==> src/rtl/mem_arbiter_2to1_pkg.sv <==
`default_nettype none
// +----------------------------------------------------------------------------+
// | mem_arbiter_2to1_pkg                                                        |
// | Memory message types and arbiter constants shared by the 2:1 arbiter.       |
// | Revision: 1.0                                                               |
// +----------------------------------------------------------------------------+
package mem_arbiter_2to1_pkg;

    localparam int MEM_OPAQ_BITS = 8;
    localparam int ARB_NUM_PORTS = 2;

    typedef enum logic [1:0] {
        OP_READ  = 2'd0,
        OP_WRITE = 2'd1,
        OP_AMO   = 2'd2
    } t_op;

    typedef logic [$clog2(ARB_NUM_PORTS)-1:0] arb_id_t;

    typedef struct packed {
        t_op                      op;
        logic [MEM_OPAQ_BITS-1:0] opaque;
        logic [31:0]              addr;
        logic [3:0]               strb;
        logic [31:0]              data;
    } mem_req_t;

    typedef struct packed {
        t_op                      op;
        logic [MEM_OPAQ_BITS-1:0] opaque;
        logic [31:0]              data;
    } mem_resp_t;

endpackage
`default_nettype wire

==> src/rtl/mem_arb_id_fifo.sv <==
`default_nettype none
// +----------------------------------------------------------------------------+
// | mem_arb_id_fifo                                                             |
// | In-order FIFO of requester IDs; the head steers the next memory response.   |
// | Revision: 1.0                                                               |
// +----------------------------------------------------------------------------+
module mem_arb_id_fifo
    import mem_arbiter_2to1_pkg::*;
#(
    parameter int p_depth = 4
) (
    input  logic    clk,
    input  logic    rst,
    input  logic    push_i,
    input  logic    pop_i,
    input  arb_id_t id_i,
    output logic    full_o,
    output logic    empty_o,
    output arb_id_t head_o
);

    localparam int               PTR_W    = $clog2(p_depth);
    localparam logic [PTR_W:0]   CNT_FULL = (PTR_W+1)'(p_depth);
    localparam logic [PTR_W:0]   CNT_ONE  = (PTR_W+1)'(1);
    localparam logic [PTR_W-1:0] PTR_ONE  = PTR_W'(1);

    arb_id_t [p_depth-1:0] mem_q, mem_d;
    logic [PTR_W-1:0]      wr_ptr_q, wr_ptr_d;
    logic [PTR_W-1:0]      rd_ptr_q, rd_ptr_d;
    logic [PTR_W:0]        count_q, count_d;

    // Power-of-two depth lets the pointers wrap by plain overflow.
    always_comb begin
        mem_d    = mem_q;
        wr_ptr_d = wr_ptr_q;
        rd_ptr_d = rd_ptr_q;
        count_d  = count_q;
        if (push_i) begin
            mem_d[wr_ptr_q] = id_i;
            wr_ptr_d        = wr_ptr_q + PTR_ONE;
        end
        if (pop_i) begin
            rd_ptr_d = rd_ptr_q + PTR_ONE;
        end
        case ({push_i, pop_i})
            2'b10:   count_d = count_q + CNT_ONE;
            2'b01:   count_d = count_q - CNT_ONE;
            default: count_d = count_q;
        endcase
    end

    always_ff @(posedge clk) begin
        if (rst) begin
            mem_q    <= '0;
            wr_ptr_q <= '0;
            rd_ptr_q <= '0;
            count_q  <= '0;
        end else begin
            mem_q    <= mem_d;
            wr_ptr_q <= wr_ptr_d;
            rd_ptr_q <= rd_ptr_d;
            count_q  <= count_d;
        end
    end

    assign full_o  = (count_q == CNT_FULL);
    assign empty_o = (count_q == '0);
    assign head_o  = mem_q[rd_ptr_q];

endmodule
`default_nettype wire

==> src/rtl/mem_arbiter_2to1.sv <==
`default_nettype none
// +----------------------------------------------------------------------------+
// | mem_arbiter_2to1                                                            |
// | Round-robin 2:1 memory request arbiter with in-order response routing.      |
// | Define MEM_ARB_FIXED_PRIORITY_EN for fixed priority (port 0 always wins).   |
// | Revision: 1.0                                                               |
// +----------------------------------------------------------------------------+
module mem_arbiter_2to1
    import mem_arbiter_2to1_pkg::*;
#(
    parameter int p_opaq_bits     = MEM_OPAQ_BITS,
    parameter int p_max_in_flight = 4
) (
    input  logic      clk,
    input  logic      rst,
    input  logic      req0_val,
    output logic      req0_rdy,
    input  mem_req_t  req0_msg,
    output logic      resp0_val,
    input  logic      resp0_rdy,
    output mem_resp_t resp0_msg,
    input  logic      req1_val,
    output logic      req1_rdy,
    input  mem_req_t  req1_msg,
    output logic      resp1_val,
    input  logic      resp1_rdy,
    output mem_resp_t resp1_msg,
    output logic      mem_req_val,
    input  logic      mem_req_rdy,
    output mem_req_t  mem_req_msg,
    input  logic      mem_resp_val,
    output logic      mem_resp_rdy,
    input  mem_resp_t mem_resp_msg
);

    localparam arb_id_t ID0 = arb_id_t'(0);
    localparam arb_id_t ID1 = arb_id_t'(1);

    generate
        if (p_opaq_bits != MEM_OPAQ_BITS) begin : g_opaq_chk
            $error("p_opaq_bits must match MEM_OPAQ_BITS in mem_arbiter_2to1_pkg");
        end
        if (p_max_in_flight < 2 || (p_max_in_flight & (p_max_in_flight - 1)) != 0) begin : g_depth_chk
            $error("p_max_in_flight must be a power of two and at least 2");
        end
    endgenerate

    arb_id_t grant_id;
    arb_id_t head;
    logic    grant_valid;
    logic    full;
    logic    empty;
    logic    issue;
    logic    pop;
    logic    resp_rdy_of_head;

`ifdef MEM_ARB_FIXED_PRIORITY_EN
    always_comb begin
        grant_id = req0_val ? ID0 : ID1;
    end
`else
    arb_id_t last_grant_q, last_grant_d;

    always_comb begin
        if (req0_val && req1_val) begin
            grant_id = ~last_grant_q;
        end else begin
            grant_id = req1_val ? ID1 : ID0;
        end
        last_grant_d = issue ? grant_id : last_grant_q;
    end

    // Reset to 1 so port 0 wins the first contention.
    always_ff @(posedge clk) begin
        if (rst) begin
            last_grant_q <= ID1;
        end else begin
            last_grant_q <= last_grant_d;
        end
    end
`endif

    // Full blocks the grant even when a pop is pending: no response-to-request path.
    assign grant_valid = !full && (req0_val || req1_val);
    assign mem_req_val = grant_valid;
    assign mem_req_msg = (grant_id == ID1) ? req1_msg : req0_msg;
    assign req0_rdy    = grant_valid && (grant_id == ID0) && mem_req_rdy;
    assign req1_rdy    = grant_valid && (grant_id == ID1) && mem_req_rdy;
    assign issue       = grant_valid && mem_req_rdy;

    assign resp_rdy_of_head = (head == ID1) ? resp1_rdy : resp0_rdy;
    assign mem_resp_rdy     = !empty && resp_rdy_of_head;
    assign resp0_val        = mem_resp_val && !empty && (head == ID0);
    assign resp1_val        = mem_resp_val && !empty && (head == ID1);
    assign resp0_msg        = mem_resp_msg;
    assign resp1_msg        = mem_resp_msg;
    assign pop              = mem_resp_val && mem_resp_rdy;

    mem_arb_id_fifo #(
        .p_depth (p_max_in_flight)
    ) u_id_fifo (
        .clk     (clk),
        .rst     (rst),
        .push_i  (issue),
        .pop_i   (pop),
        .id_i    (grant_id),
        .full_o  (full),
        .empty_o (empty),
        .head_o  (head)
    );

`ifndef SYNTHESIS
    always_ff @(posedge clk) begin
        if (!rst) begin
            assert (!(mem_resp_val && empty))
                else $error("mem_arbiter_2to1: memory response with nothing outstanding");
        end
    end
`endif

endmodule
`default_nettype wire

==> config.mk <==
export PLATFORM = sky130hd
export DESIGN_NAME = mem_arbiter_2to1
export DESIGN_NICKNAME = d
export VERILOG_FILES = /design/src/rtl/mem_arbiter_2to1_pkg.sv /design/src/rtl/mem_arb_id_fifo.sv /design/src/rtl/mem_arbiter_2to1.sv
export SDC_FILE = /design/constraint.sdc
export NUM_CORES = 1
export LEC_CHECK = 0
export BUFFER_PORTS_ARGS = -buffer_cell sky130_fd_sc_hd__buf_2
export CAP_MARGIN = 20
export CORE_AREA = 2 2 145 147
export CTS_BUF_LIST = sky130_fd_sc_hd__clkbuf_16
export CTS_CLUSTER_DIAMETER = 200
export DETAILED_ROUTE_END_ITERATION = 16
export DIE_AREA = 0 0 147 149
export PLACE_DENSITY = 0.49
export SLEW_MARGIN = 20
export SYNTH_ARGS = -nofsm -noshare
export SYNTH_HDL_FRONTEND = slang
export SYNTH_HIERARCHICAL = 1
export SYNTH_SLANG_ARGS = --single-unit
==> constraint.sdc <==
create_clock -name clk -period 5.29 [get_ports clk]
set_input_delay 0.529 -clock clk [delete_from_list [all_inputs] [get_ports clk]]
set_output_delay 0.529 -clock clk [all_outputs]
set_load 0.01 [all_outputs]
== Word-level counts from Yosys, hierarchy flattened ==
Index checks and enable logic that the tools add are counted.
Widths: inputs -> output; s select.
Storage, ports and cells
  output and inout port bits: 168
  bits in registers: 12
  input bits: 206
  logic and storage cells: 49
Operators by class
  reductions and logical operators: 18
  mux-type cells: 10
  $add $sub $neg: 4
  equality and inequality tests: 3
  $lt $le $gt $ge: 3
  bitwise operators: 3
Operators by type and width (count)
  $mux 78: 1
  $logic_and 1x1->1: 13
  $lt 2x3->1 const B: 2
  $pmux 3 s2: 1
  $mux 1: 5
  $add 2x1->2 const B: 2
  $bwmux 4: 1
  $add 3x1->3 const B: 1
  $eq 3x3->1 const B: 1
  $logic_not 3->1: 1
  $not 1->1: 3
  $sub 3x1->3 const B: 1
  $bmux 1 s2: 1
  $demux 1 s2: 1
  $eq 2x1->1 const B: 1
  $eq 2x2->1 const B: 1
  $ge 2x1->1 const B: 1
  $logic_not 1->1: 2
  $reduce_bool 2->1: 1
  $logic_or 1x1->1: 1

== Longest topological paths before layout ==
  depth in word-level cells: 7
  mapped depth: 11
  gate-level depth less buffers: 10

== By module ==
Netlist, hierarchy kept.
By module, submodules not included
  mem_arbiter_2to1: area an instance 2118.3 um^2, instances 1, sequential area each 20.0 um^2, cells an instance 189
  mem_arb_id_fifo: area an instance 543.0 um^2, instances 1, sequential area each 220.2 um^2, cells an instance 62

== Worst setup path before layout ==
Ideal clock, no wire load.
  kind: register to register
  start point: reg u_id_fifo.rd_ptr_q[0]
  end point: reg u_id_fifo.count_q[2]
  cell stages (with the launch flop): 10
  arrival time: 2421 ps
  library setup time: 70 ps
  clock period less this slack: 2491 ps
  path slack: 2799 ps
  path buffers: 0
  required time: 5220 ps
  path through: dfxtp_1 mux4_2 mux2i_1 nor2_1 ha_1 inv_1 fa_1 xor2_1 or3_1 a21oi_1
Between the ends
  word-level cells in the longest chain between the ends: 7
  elaborated cells on any way between the ends: 9
  classes of those cells: 2 x eq/ne; 4 x mux; 3 x reduce/logical
RTL lines
  start: declaration: line mem_arb_id_fifo.sv:29  | logic [PTR_W-1:0] rd_ptr_q, rd_ptr_d;
  start signal: assignment: line mem_arb_id_fifo.sv:61  | rd_ptr_q <= rd_ptr_d;
  $bmux 1 s2 (*): line mem_arb_id_fifo.sv:68  | assign head_o = mem_q[rd_ptr_q];
  $mux 1 (not written as such) (*): line mem_arb_id_fifo.sv:68
  via head: line mem_arbiter_2to1.sv:49  | arb_id_t head;
  $mux 1 (*): line mem_arbiter_2to1.sv:91  | assign resp_rdy_of_head = (head == ID1) ? resp1_rdy : resp0_rdy;
  $logic_and 1x1->1 (*): line mem_arbiter_2to1.sv:92  | assign mem_resp_rdy = !empty && resp_rdy_of_head;
  $logic_and 1x1->1 (*): line mem_arbiter_2to1.sv:97  | assign pop = mem_resp_val && mem_resp_rdy;
  via pop: line mem_arbiter_2to1.sv:54  | logic pop;
  $eq 2x1->1 or $eq 2x2->1 (tied branches): line mem_arb_id_fifo.sv:45  | case ({push_i, pop_i})
  $pmux 3 s2 or $reduce_bool 2->1 (tied branches)
  end signal: assignment: line mem_arb_id_fifo.sv:62  | count_q <= count_d;
  end: declaration: line mem_arb_id_fifo.sv:30  | logic [PTR_W:0] count_q, count_d;
Mark *: on every way through the listed nets, which the timed path passes. The rest lies on a longest branch. The select of a mux whose other input is x is not followed.
A chain may end at the register's enable or synchronous reset.

== Worst setup path after layout ==
Ends and elaborated chain as after synthesis.

==> results by group <==
STA
  • Pins Over Slew Limit: 0
  • Final hold viol count: 0
  • # setup viols final: 0
  • Final WS setup: 2680 ps
  • Setup_tns: 0 ps
  • Min cycle time layout: between 2000 and 3000 ps
  • Max Clk Rate: 383 MHz
  • Setup Skew: 2.98 ps
  • RSZ-0062 raised after global routing: no
  • Max_slew headroom: 0.496
  • Final period utilization: 0.494
  • Slew @ Worst Pin: between 700 and 800 ps

Detailed routing
  • DRC viols: 0
  • WL/cell: 12.9 um
  • Starting DRT DRC Count: 65
  • First drt pass iteration count: 4
  • Via count: 2310
  • WL final: just under 9000 um
  • Top Layer Used: met4
  • M1 wire length: 3480 um
  • Antenna Nets Post-Route: 0
  • Met2 WL: 3940 um
  • Vias per inst: around 3.4
  • WL met3: 1400 um

Global route
  • Pin count of the biggest net entering global routing: 44
  • Vias in the first global route: 2280
  • Grt total ovfl: 0
  • Initial antenna violation count: 0
  • Gr usage total: 0.0732
  • First-pass GRT wire length: 12500 um

Flow run
  • Max cap viols: 0

Clock tree
  • Clock buffer depth: 2
  • H-tree depth: 1
  • CTS Sinks: 12
  • Hold_buf cts: 0
  • Post_cts resized: 0
  • TritonCTS clock tree: done
  • Number of buffers created by CTS: 3
  • Post-CTS Setup Bufs: 0
  • Worst-skew pair later-pin latency: ~240 ps
  • CTS root buf: clkbuf_16
  • Clock transition at the registers of the reported paths: 50 ps

Floorplan
  • Die Wd: 147 um
  • I/O Pins: 374
  • Die Height: 149 um
  • Row count: between 50 and 60
  • Starting Density: 0.129
  • DIE AREA: ~0.022 sq mm
  • Core ar.: ~0.021 sq mm

Critical path
  • Crit end category: register
  • Crit path kind: reg -> reg
  • Critical path startpoint category: register
  • CP Max Fanout: 3
  • CP Data Required Time: roughly 5500 ps
  • Crit path DAT: 2790 ps

Yosys
  • Post-synth top area cell: mux2_4
  • Ys Warns: 6
  • Syn Nets: approximately 460
  • Post-synth top flop: dfxtp_1
  • Ys async rst share: 0
  • Register bit total from synthesis: 12
  • Post-synth cell types: 28
  • Post-Syn Area: between 0.002 and 0.003 sq mm
  • Post-synth EDFFs: 0
  • Area contributors post-synth: mux2_4 (44%), buf_4 (24%), dfxtp_1 (9.0%)
  • Yosys top cell area share: 0.440
  • Mapped Avg Cell Area: 10.6 sq um
  • Sequential element share of the synthesized area: 0.0903
  • Cells after Synth: 251

Cells and area
  • Commonest non-fill, non-tap cell in the layout: buf_2
  • P&R area growth vs syn: 32.4%
  • Most frequent cells in the layout: buf_2 (247), mux2_4 (78), nor2_1 (13), dfxtp_1 (12), nand2_1 (9)
  • Layout cells sized above 1: 0.817
  • N_diodes: 0
  • Final net count: between 600 and 700

Pwr
  • Peak VDD IR: 0.123 mV
  • Power density over cell area: 165 mW/mm^2
  • Leakage: 1.89 nW

Place
  • Buffers on Ports: 247
  • Pre-CTS WS: 2670 ps
  • Routability congestion estimate: 0.705
  • Post-DP HPWL: 7890 um

Run status
  • Status: finished, final reports clean

Min path
  • Min-delay worst type: reg -> reg
[metrics by stage]
| step | utilization | power, W | std cells | hold WS (ps) | instance area (sq um) |
|---|---|---|---|---|---|
| 2_1_floorplan | - | 0.000385 | 251 | 433 | 2660 |
| 3_3_place_gp | 0.168 | 0.000447 | 681 | 459 | 3440 |
| 3_5_place_dp | 0.168 | 0.000446 | 681 | 451 | 3440 |
| 4_1_cts | 0.171 | 0.000593 | 685 | 464 | 3520 |
| 5_1_grt | 0.171 | 0.000620 | 685 | 503 | 3520 |
| 6_report | 0.171 | 0.000582 | 685 | 465 | 3520 |
[cell families after synthesis]
logic type	after synthesis	share of synthesized area
buffers and inverters	103	0.319
adders and majority gates	6	0.0310
muxes	81	0.456
xor gates and xnor gates	5	0.0165
AOI/OAI and AO/OA	10	0.0259
DFF	12	0.0903
and+or+nand+nor	34	0.0611
[final cells by class]
class | count | area [sq um]
clock buffers | 3 | 75.1
clock inverters | 1 | 3.75
fillers | 2313 | 17000
inverters | 8 | 30.0
multi-input cells | 136 | 1570
flip-flops and latches | 12 | 240
well taps | 275 | 344
repair buffers | 250 | 1260
[worst max-delay path, cell delays in order (launching register included)]
cell and delay (ps):
dfxtp_1 380, mux4_2 560, mux2i_1 150, nor2_1 220, ha_1 220, inv_1 60
fa_1 370, xor2_1 160, or3_1 300, a21oi_1 130
[final timing paths]
check                                                         from                                end  slack [ps]  cells after the start
worst max-delay path            u_id_fifo/rd_ptr_q[0]$_SDFFE_PP0P_  u_id_fifo/count_q[2]$_SDFFE_PP0P_        2680                      9
worst min-delay path               u_id_fifo/mem_q[2]$_SDFFE_PP0P_    u_id_fifo/mem_q[2]$_SDFFE_PP0P_         470                      2
worst max register to register  u_id_fifo/rd_ptr_q[0]$_SDFFE_PP0P_  u_id_fifo/count_q[2]$_SDFFE_PP0P_        2680                      9
worst min register to register     u_id_fifo/mem_q[2]$_SDFFE_PP0P_    u_id_fifo/mem_q[2]$_SDFFE_PP0P_         470                      2
[flip-flops by register name, summed over array words and instances, names as in the netlist]
signal,cells
last_grant_q,1
u_id_fifo/count_q,3
u_id_fifo/wr_ptr_q,2
u_id_fifo/rd_ptr_q,2
u_id_fifo/mem_q,4
[power by group]
part           internal [W]  total [W]  switching [W]
Combinational      0.000188   0.000332       0.000145
Sequential        0.0000996   0.000108     0.00000829
Clock             0.0000998   0.000142      0.0000423
Total              0.000387   0.000582       0.000195
[synth_stat cells, types with 2 or more instances]
cell type / n
dfxtp_1: 12
a21oi_1: 7
ha_1: 5
mux2i_1: 2
buf_12: 9
nor2_1: 13
xor2_1: 3
nand2_1: 9
mux2_4: 78
nand3_1: 4
inv_1: 8
xnor2_1: 2
buf_4: 84
[per-layer routing]
layer	global-route usage	vias up
met3	0.0434	5
met2	0.120	222
met5	0	-
met1	0.0840	1003
li1	-	1080
met4	0.0115	0
Power figures use the tool's default switching activity.
